### src/rtl/vin_raster_gen.sv
// rtl/vin_raster_gen.sv - parametrised raster timing generator with SYT vertical lock
//
// Purpose: derives window, line and character-cell timing from the system clock,
// tells the display/access automata when the bus belongs to display fetches and
// which column/row/slice to fetch, and optionally slaves the field to an external
// vertical sync (SYT).
//
// Ports:
//   clk, res      clock and asynchronous active-high reset
//   mode_50hz     field standard request, taken only when the line counter wraps
//   monitor       tl shape select (1: blank-window shape, 0: TV sync pulse)
//   display_en    gates bus_en
//   syt           external vertical sync, asynchronous, falling edge forces a wrap
//   phase         clock index within the current window
//   win_last      high on the last clock of each window
//   tf, line      window and line counters
//   tl, tt        horizontal and vertical sync
//   bus_en        display automaton owns the bus
//   col/row/slice character-cell position inside the visible band
//   field_start   one-clock pulse on the first clock of line 0 after a wrap
//   locked        SYT edges coincide with the natural field wrap
module vin_raster_gen #(
  parameter int CLK_DIV      = 4,
  parameter int WIN_PER_LINE = 56,
  parameter int VIS_FIRST    = 12,
  parameter int VIS_COLS     = 40,
  parameter int LINES_50     = 312,
  parameter int LINES_60     = 262,
  parameter int VSTART_50    = 40,
  parameter int VSTART_60    = 14,
  parameter int ROWS         = 24,
  parameter int SLICES       = 10,
  parameter int VS_W         = 2,
  parameter int HS_W         = 4,
  parameter int SYT_WIN      = 12
) (
  input  logic                            clk,
  input  logic                            res,
  input  logic                            mode_50hz,
  input  logic                            monitor,
  input  logic                            display_en,
  input  logic                            syt,
  output logic [$clog2(CLK_DIV)-1:0]      phase,
  output logic                            win_last,
  output logic [$clog2(WIN_PER_LINE)-1:0] tf,
  output logic [8:0]                      line,
  output logic                            tl,
  output logic                            tt,
  output logic                            bus_en,
  output logic [5:0]                      col,
  output logic [4:0]                      row,
  output logic [3:0]                      slice,
  output logic                            field_start,
  output logic                            locked
);

  localparam int PW = $clog2(CLK_DIV);
  localparam int TW = $clog2(WIN_PER_LINE);

  localparam logic [PW-1:0] PH_LAST  = PW'(CLK_DIV - 1);
  localparam logic [TW-1:0] TF_LAST  = TW'(WIN_PER_LINE - 1);
  localparam logic [TW-1:0] TF_SYT   = TW'(SYT_WIN);
  localparam logic [TW-1:0] TF_VIS0  = TW'(VIS_FIRST);
  localparam logic [TW-1:0] TF_VIS1  = TW'(VIS_FIRST + VIS_COLS - 1);
  localparam logic [TW-1:0] TF_HS    = TW'(HS_W);
  localparam logic [8:0]    NL50_END = 9'(LINES_50 - 1);
  localparam logic [8:0]    NL60_END = 9'(LINES_60 - 1);
  localparam logic [8:0]    VS50     = 9'(VSTART_50);
  localparam logic [8:0]    VE50     = 9'(VSTART_50 + ROWS * SLICES - 1);
  localparam logic [8:0]    VS60     = 9'(VSTART_60);
  localparam logic [8:0]    VE60     = 9'(VSTART_60 + ROWS * SLICES - 1);
  localparam logic [8:0]    VSW      = 9'(VS_W);
  localparam logic [3:0]    SL_LAST  = 4'(SLICES - 1);

  logic [PW-1:0] phase_q, phase_d;
  logic [TW-1:0] tf_q, tf_d;
  logic [8:0]    line_q, line_d;
  logic          mode_q, mode_d;
  logic          sync1_q, sync2_q;
  logic          smp_q, smp_d;
  logic          pend_q, pend_d;
  logic          locked_q, locked_d;
  logic          nat_q, nat_d;
  logic          win_last_q, win_last_d;
  logic          tl_q, tl_d;
  logic          tt_q, tt_d;
  logic          bus_en_q, bus_en_d;
  logic [5:0]    col_q, col_d;
  logic [4:0]    row_q, row_d;
  logic [3:0]    slice_q, slice_d;
  logic          fs_q, fs_d;

  logic          win_end, line_end, wrap, smp_pt;
  logic [8:0]    nl_end, vs, ve;
  logic          vis_line_d, vis_win_d;

  always_comb begin
    win_end  = (phase_q == PH_LAST);
    line_end = win_end && (tf_q == TF_LAST);
    nl_end   = mode_q ? NL50_END : NL60_END;
    // A pending SYT edge and the natural last line collapse into a single wrap.
    wrap     = line_end && (pend_q || (line_q == nl_end));
    smp_pt   = win_end && (tf_q == TF_SYT);

    // CLK_DIV is a power of two, so the phase counter wraps on its own.
    phase_d = phase_q + PW'(1);

    tf_d = tf_q;
    if (win_end) begin
      tf_d = (tf_q == TF_LAST) ? '0 : tf_q + TW'(1);
    end

    line_d = line_q;
    if (wrap) begin
      line_d = '0;
    end else if (line_end) begin
      line_d = line_q + 9'd1;
    end

    mode_d = wrap ? mode_50hz : mode_q;

    // Falling edge seen between two consecutive once-per-line samples.
    smp_d  = smp_pt ? sync2_q : smp_q;
    pend_d = pend_q;
    if (line_end) begin
      pend_d = 1'b0;
    end else if (smp_pt && smp_q && !sync2_q) begin
      pend_d = 1'b1;
    end

    locked_d = locked_q;
    nat_d    = nat_q;
    if (wrap) begin
      if (pend_q) begin
        locked_d = (line_q == nl_end);
        nat_d    = 1'b0;
      end else begin
        if (nat_q) begin
          locked_d = 1'b0;
        end
        nat_d = 1'b1;
      end
    end

    // Registered outputs are derived from next-state counters so they line up
    // with the counters in the same clock.
    vs         = mode_d ? VS50 : VS60;
    ve         = mode_d ? VE50 : VE60;
    vis_line_d = (line_d >= vs) && (line_d <= ve);
    vis_win_d  = (tf_d >= TF_VIS0) && (tf_d <= TF_VIS1);

    row_d   = row_q;
    slice_d = slice_q;
    if (line_end) begin
      if (line_d == vs) begin
        row_d   = '0;
        slice_d = '0;
      end else if (vis_line_d) begin
        if (slice_q == SL_LAST) begin
          slice_d = '0;
          row_d   = row_q + 5'd1;
        end else begin
          slice_d = slice_q + 4'd1;
        end
      end else begin
        row_d   = '0;
        slice_d = '0;
      end
    end

    col_d      = vis_win_d ? 6'(tf_d - TF_VIS0) : 6'd0;
    tl_d       = monitor ? !vis_win_d : (tf_d >= TF_HS);
    tt_d       = (line_d >= VSW);
    bus_en_d   = display_en && vis_line_d && vis_win_d;
    win_last_d = (phase_d == PH_LAST);
    fs_d       = wrap;
  end

  always_ff @(posedge clk or posedge res) begin
    if (res) begin
      phase_q    <= '0;
      tf_q       <= '0;
      line_q     <= '0;
      mode_q     <= 1'b1;
      sync1_q    <= 1'b0;
      sync2_q    <= 1'b0;
      smp_q      <= 1'b0;
      pend_q     <= 1'b0;
      locked_q   <= 1'b0;
      nat_q      <= 1'b0;
      win_last_q <= 1'b0;
      tl_q       <= 1'b0;
      tt_q       <= 1'b0;
      bus_en_q   <= 1'b0;
      col_q      <= '0;
      row_q      <= '0;
      slice_q    <= '0;
      fs_q       <= 1'b0;
    end else begin
      phase_q    <= phase_d;
      tf_q       <= tf_d;
      line_q     <= line_d;
      mode_q     <= mode_d;
      sync1_q    <= syt;
      sync2_q    <= sync1_q;
      smp_q      <= smp_d;
      pend_q     <= pend_d;
      locked_q   <= locked_d;
      nat_q      <= nat_d;
      win_last_q <= win_last_d;
      tl_q       <= tl_d;
      tt_q       <= tt_d;
      bus_en_q   <= bus_en_d;
      col_q      <= col_d;
      row_q      <= row_d;
      slice_q    <= slice_d;
      fs_q       <= fs_d;
    end
  end

  assign phase       = phase_q;
  assign win_last    = win_last_q;
  assign tf          = tf_q;
  assign line        = line_q;
  assign tl          = tl_q;
  assign tt          = tt_q;
  assign bus_en      = bus_en_q;
  assign col         = col_q;
  assign row         = row_q;
  assign slice       = slice_q;
  assign field_start = fs_q;
  assign locked      = locked_q;

endmodule

### config.mk
export PLATFORM = sky130hd
export DESIGN_NAME = vin_raster_gen
export DESIGN_NICKNAME = d
export VERILOG_FILES = /design/src/rtl/vin_raster_gen.sv
export SDC_FILE = /design/constraint.sdc
export NUM_CORES = 1
export LEC_CHECK = 0
export ABC_AREA = 1
export ABC_CLOCK_PERIOD_IN_PS = 2800
export CORE_MARGIN = 1
export CORE_UTILIZATION = 35
export DETAILED_ROUTE_END_ITERATION = 10
export PLACE_DENSITY = 0.7
export SETUP_SLACK_MARGIN = 0.5
export SLEW_MARGIN = 20
export SYNTH_ARGS = -nofsm -noshare
export SYNTH_HDL_FRONTEND = slang
export SYNTH_SLANG_ARGS = --single-unit
### constraint.sdc
create_clock -name clk -period 2.8 [get_ports clk]
set_input_delay 0.42 -clock clk [delete_from_list [all_inputs] [get_ports clk]]
set_output_delay 0.42 -clock clk [all_outputs]
set_load 0.005 [all_outputs]
==> summary.md <==
| Metric | Value |
|---|---|
| Largest net degree at the start of global routing | 45 |
| CP cell instances | ha_4 -> nand3_4 -> nor2_8 -> buf_6 -> nand2_4 -> nor2_4 -> xor2_1 -> nand2_1 -> inv_2 -> ha_4 -> a21oi_2 -> nor2_1 -> a211oi_2 -> nand2_1 -> nand2_2 -> nand4_4 -> buf_4 -> o21ai_1 |
| CTS Buf Count | 5 |
| CP startpoint kind | flop |
| Synth Warn # | 0 |
| CTS H-tree lvls | 2 |
| Vias | 2313 |
| Root Buffer Master | clkbuf_8 |
| Final Core Density | 0.537 |
| Distinct cell type count after synthesis | 40 |
| Placed cell area | 3310 um^2 |
| Period utilization | 1.02 |
| Layout Skew | 0.00562 ns |
| Post-Syn Nets | 336 |
| Post-place setup slack | -0.182 ns |
| Area contributors post-synth | dfrtp_1 42%, nand2_1 11%, ha_1 10% |
| Static leakage | 1.89 nW |
| Crit path largest cell delay | 0.43 ns |
| Vias in the first global route | 2225 |
| Routed wire length per instance | 13.1 um |
| Status | finished with violations |
| Syn Inst Count | 309 |
| CTS sink cnt | 44 |
| Synth Cell Area | 2580 um^2 |
| Register area share after synthesis | 0.427 |
| DR vias/cell | 4.68 |
| Post-Layout Cell Count | 494 |
| Hold Fails Final Rpt | 0 |
| Hold slack | 0.357 ns |
| Fraction of layout cells with a size suffix above 1 | 0.294 |
| Yosys top cell area share | 0.417 |
| Cell with the largest stage delay on the worst path | dfrtp_1 |
| TritonCTS clock tree | done |
| Setup TNS | -0.240 ns |
| WP data arrival | 3.08 ns |
| Async SR Flop Fraction | 1.00 |
| Hpwl dp | 4420 um |
| Fin nets | 424 |
| Worst Max-Slew Pin Slew | 0.574 ns |
| Post-Place Cells | 461 |
| ANT nets after route | 0 |
| Drt drc | 0 |
| Slew Limit Fails | 0 |
| WP buf/inv | 3 |
| Max Cap Viol | 0 |
| Std-Cell Core Area | 6940 um^2 |
| P&R area growth vs syn | 44.7% |
| I/O Pins | 44 |
| Worst skew pair latency | 0.30 ns |
| P per Cell Area | 312 nW/um^2 |
| Critical setup path kind | reg -> reg |
| Max FO, Critical Path | 8 |
| Setup violators final | 9 |
| DRT Wirelength | 6450 um |
| Global route overflow | 0 |
| Clock-pin slew on the worst setup and hold paths | 0.09 ns |
| # rows | 30 |
| DR iter-0 viols | 121 |
| Endpoint class of the critical path | flop |
| Synthesized area per cell | 8.35 um^2 |
| Count leader, synth | nand2_1 |
| Clk buf depth | 2 |
| Die Area | 7720 um^2 |
| Worst slew margin | 0.617 |
| Post-layout min period | 2.84 ns |
| Worst min-delay path class | reg -> reg |
| Tot GR Track Use | 0.174 |
| Ys flop type | dfrtp_1 |
| Crit-path leading delay family | simple AND/OR/NAND/NOR gates |
| Failing checks | setup timing |
| RSZ-0062 raised after global routing | true |
| WP data required | 3.03 ns |
| Die X | 87.9 um |
| Most frequent cells after synthesis | 73 x nand2_1, 44 x inv_1, 43 x dfrtp_1 |
| Post-route cell area | 3730 um^2 |
| Antenna violations before repair | 0 |
| Antenna diodes | 0 |
| DRT Pass-1 Iters | 4 |
| Port Buffers | 43 |
| Initial Util | 0.372 |
| Synthesized flop and latch total | 44 |
| Post-synth top area cell | dfrtp_1 |
| First-pass GRT wire length | 10400 um |
| Routability cong. | 0.893 |
| Die height | 87.9 um |
| Post-synth EDFFs | 0 |
| Pwr Total | 1.16 mW |
| Worst setup margin | -0.0430 ns |
| Hold buffers post-CTS | 0 |
| Fmax | 352 MHz |
| Maximum vdd drop | 0.157 mV |
==> placed cells by master, fill, tap and decap left out, types with 5 or more instances in the layout <==
| master | n |
|---|---|
| buf_4 | 39 |
| xor2_1 | 7 |
| nor2_1 | 30 |
| ha_1 | 16 |
| nor2_2 | 7 |
| clkbuf_8 | 5 |
| nand2_2 | 15 |
| o21ai_0 | 5 |
| nand2_1 | 61 |
| nand3_1 | 16 |
| or2_2 | 5 |
| inv_1 | 39 |
| dfrtp_1 | 41 |
| clkdlybuf4s50_1 | 43 |
| inv_2 | 5 |
==> flip-flops by register name, indices dropped and copies added (netlist names) <==
register	cells
smp_q	1
row	5
tt	1
mode_q	1
sync2_q	1
slice	4
sync1_q	1
locked	1
pend_q	1
tf	6
phase	2
win_last	1
nat_q	1
bus_en	1
tl	1
line	9
col	6
field_start	1
==> metal layers <==
layer / vias to the layer above / routed length (um) / track usage
met1: 1113 / 2920 / 0.229
met5: - / 0 / 0
met2: 45 / 3200 / 0.289
met3: 8 / 236 / 0.0311
li1: 1147 / - / -
met4: 0 / 96 / 0.0626
==> cells by family (layout without fill, tap and decap cells) <==
family / count (synthesis) / in the layout / share of synthesized area
and+or+nand+nor: 159 / 159 / 0.298
buffers and inverters: 50 / 139 / 0.0761
DFF: 44 / 44 / 0.427
AOI/OAI and AO/OA: 23 / 23 / 0.0534
adders and majority gates: 21 / 21 / 0.102
xor gates and xnor gates: 12 / 12 / 0.0436
==> worst reg2reg max path, stage by stage, from the launching register on <==
cell and delay [ns]:
dfrtp_1 0.43, ha_4 0.20, nand3_4 0.11, nor2_8 0.15, buf_6 0.13, nand2_4 0.05, nor2_4 0.08, xor2_1 0.16
nand2_1 0.10, inv_2 0.09, ha_4 0.21, a21oi_2 0.13, nor2_1 0.06, a211oi_2 0.19, nand2_1 0.10, nand2_2 0.13
nand4_4 0.17, buf_4 0.19, o21ai_1 0.11
==> worst paths after layout <==
check / start / to / slack [ns] / cells past startpoint
min: sync1_q$_DFF_PP0_ / sync2_q$_DFF_PP0_ / 0.36 / 0
min reg2reg: sync1_q$_DFF_PP0_ / sync2_q$_DFF_PP0_ / 0.36 / 0
max reg2reg: phase[0]$_DFF_PP0_ / slice[0]$_DFFE_PP0N_ / -0.04 / 18
min in group asynchronous: res / sync2_q$_DFF_PP0_ / 0.56 / 3
max in group asynchronous: res / line[5]$_DFF_PP0_ / 1.83 / 3
max: phase[0]$_DFF_PP0_ / slice[0]$_DFFE_PP0N_ / -0.04 / 18
==> what timing repair did <==
action,4_1_cts,5_1_grt
gates resized for setup,12,24
endpoints found under the hold margin,0,0
cloned,0,0
pin swaps,14,11
buffers inserted,17,8
setup endpoints to repair,17,17
==> layout make-up <==
type / count / area [um^2]
Inverter: 47 / 181
Tap cell: 96 / 120
Timing Repair Buffer: 84 / 746
Clock buffer: 5 / 68.8
Sequential cell: 44 / 1100
Fill cell: 620 / 3210
Clock inverter: 3 / 46.3
Multi-Input combinational cell: 215 / 1470
==> report_power, final <==
group	switching, mW	total [mW]	internal [mW]
clock	0.234	0.503	0.269
combinational	0.0147	0.0236	0.00885
sequential	0.000551	0.638	0.637
total	0.249	1.16	0.915
No activity file was read; power rests on OpenSTA's default activity.
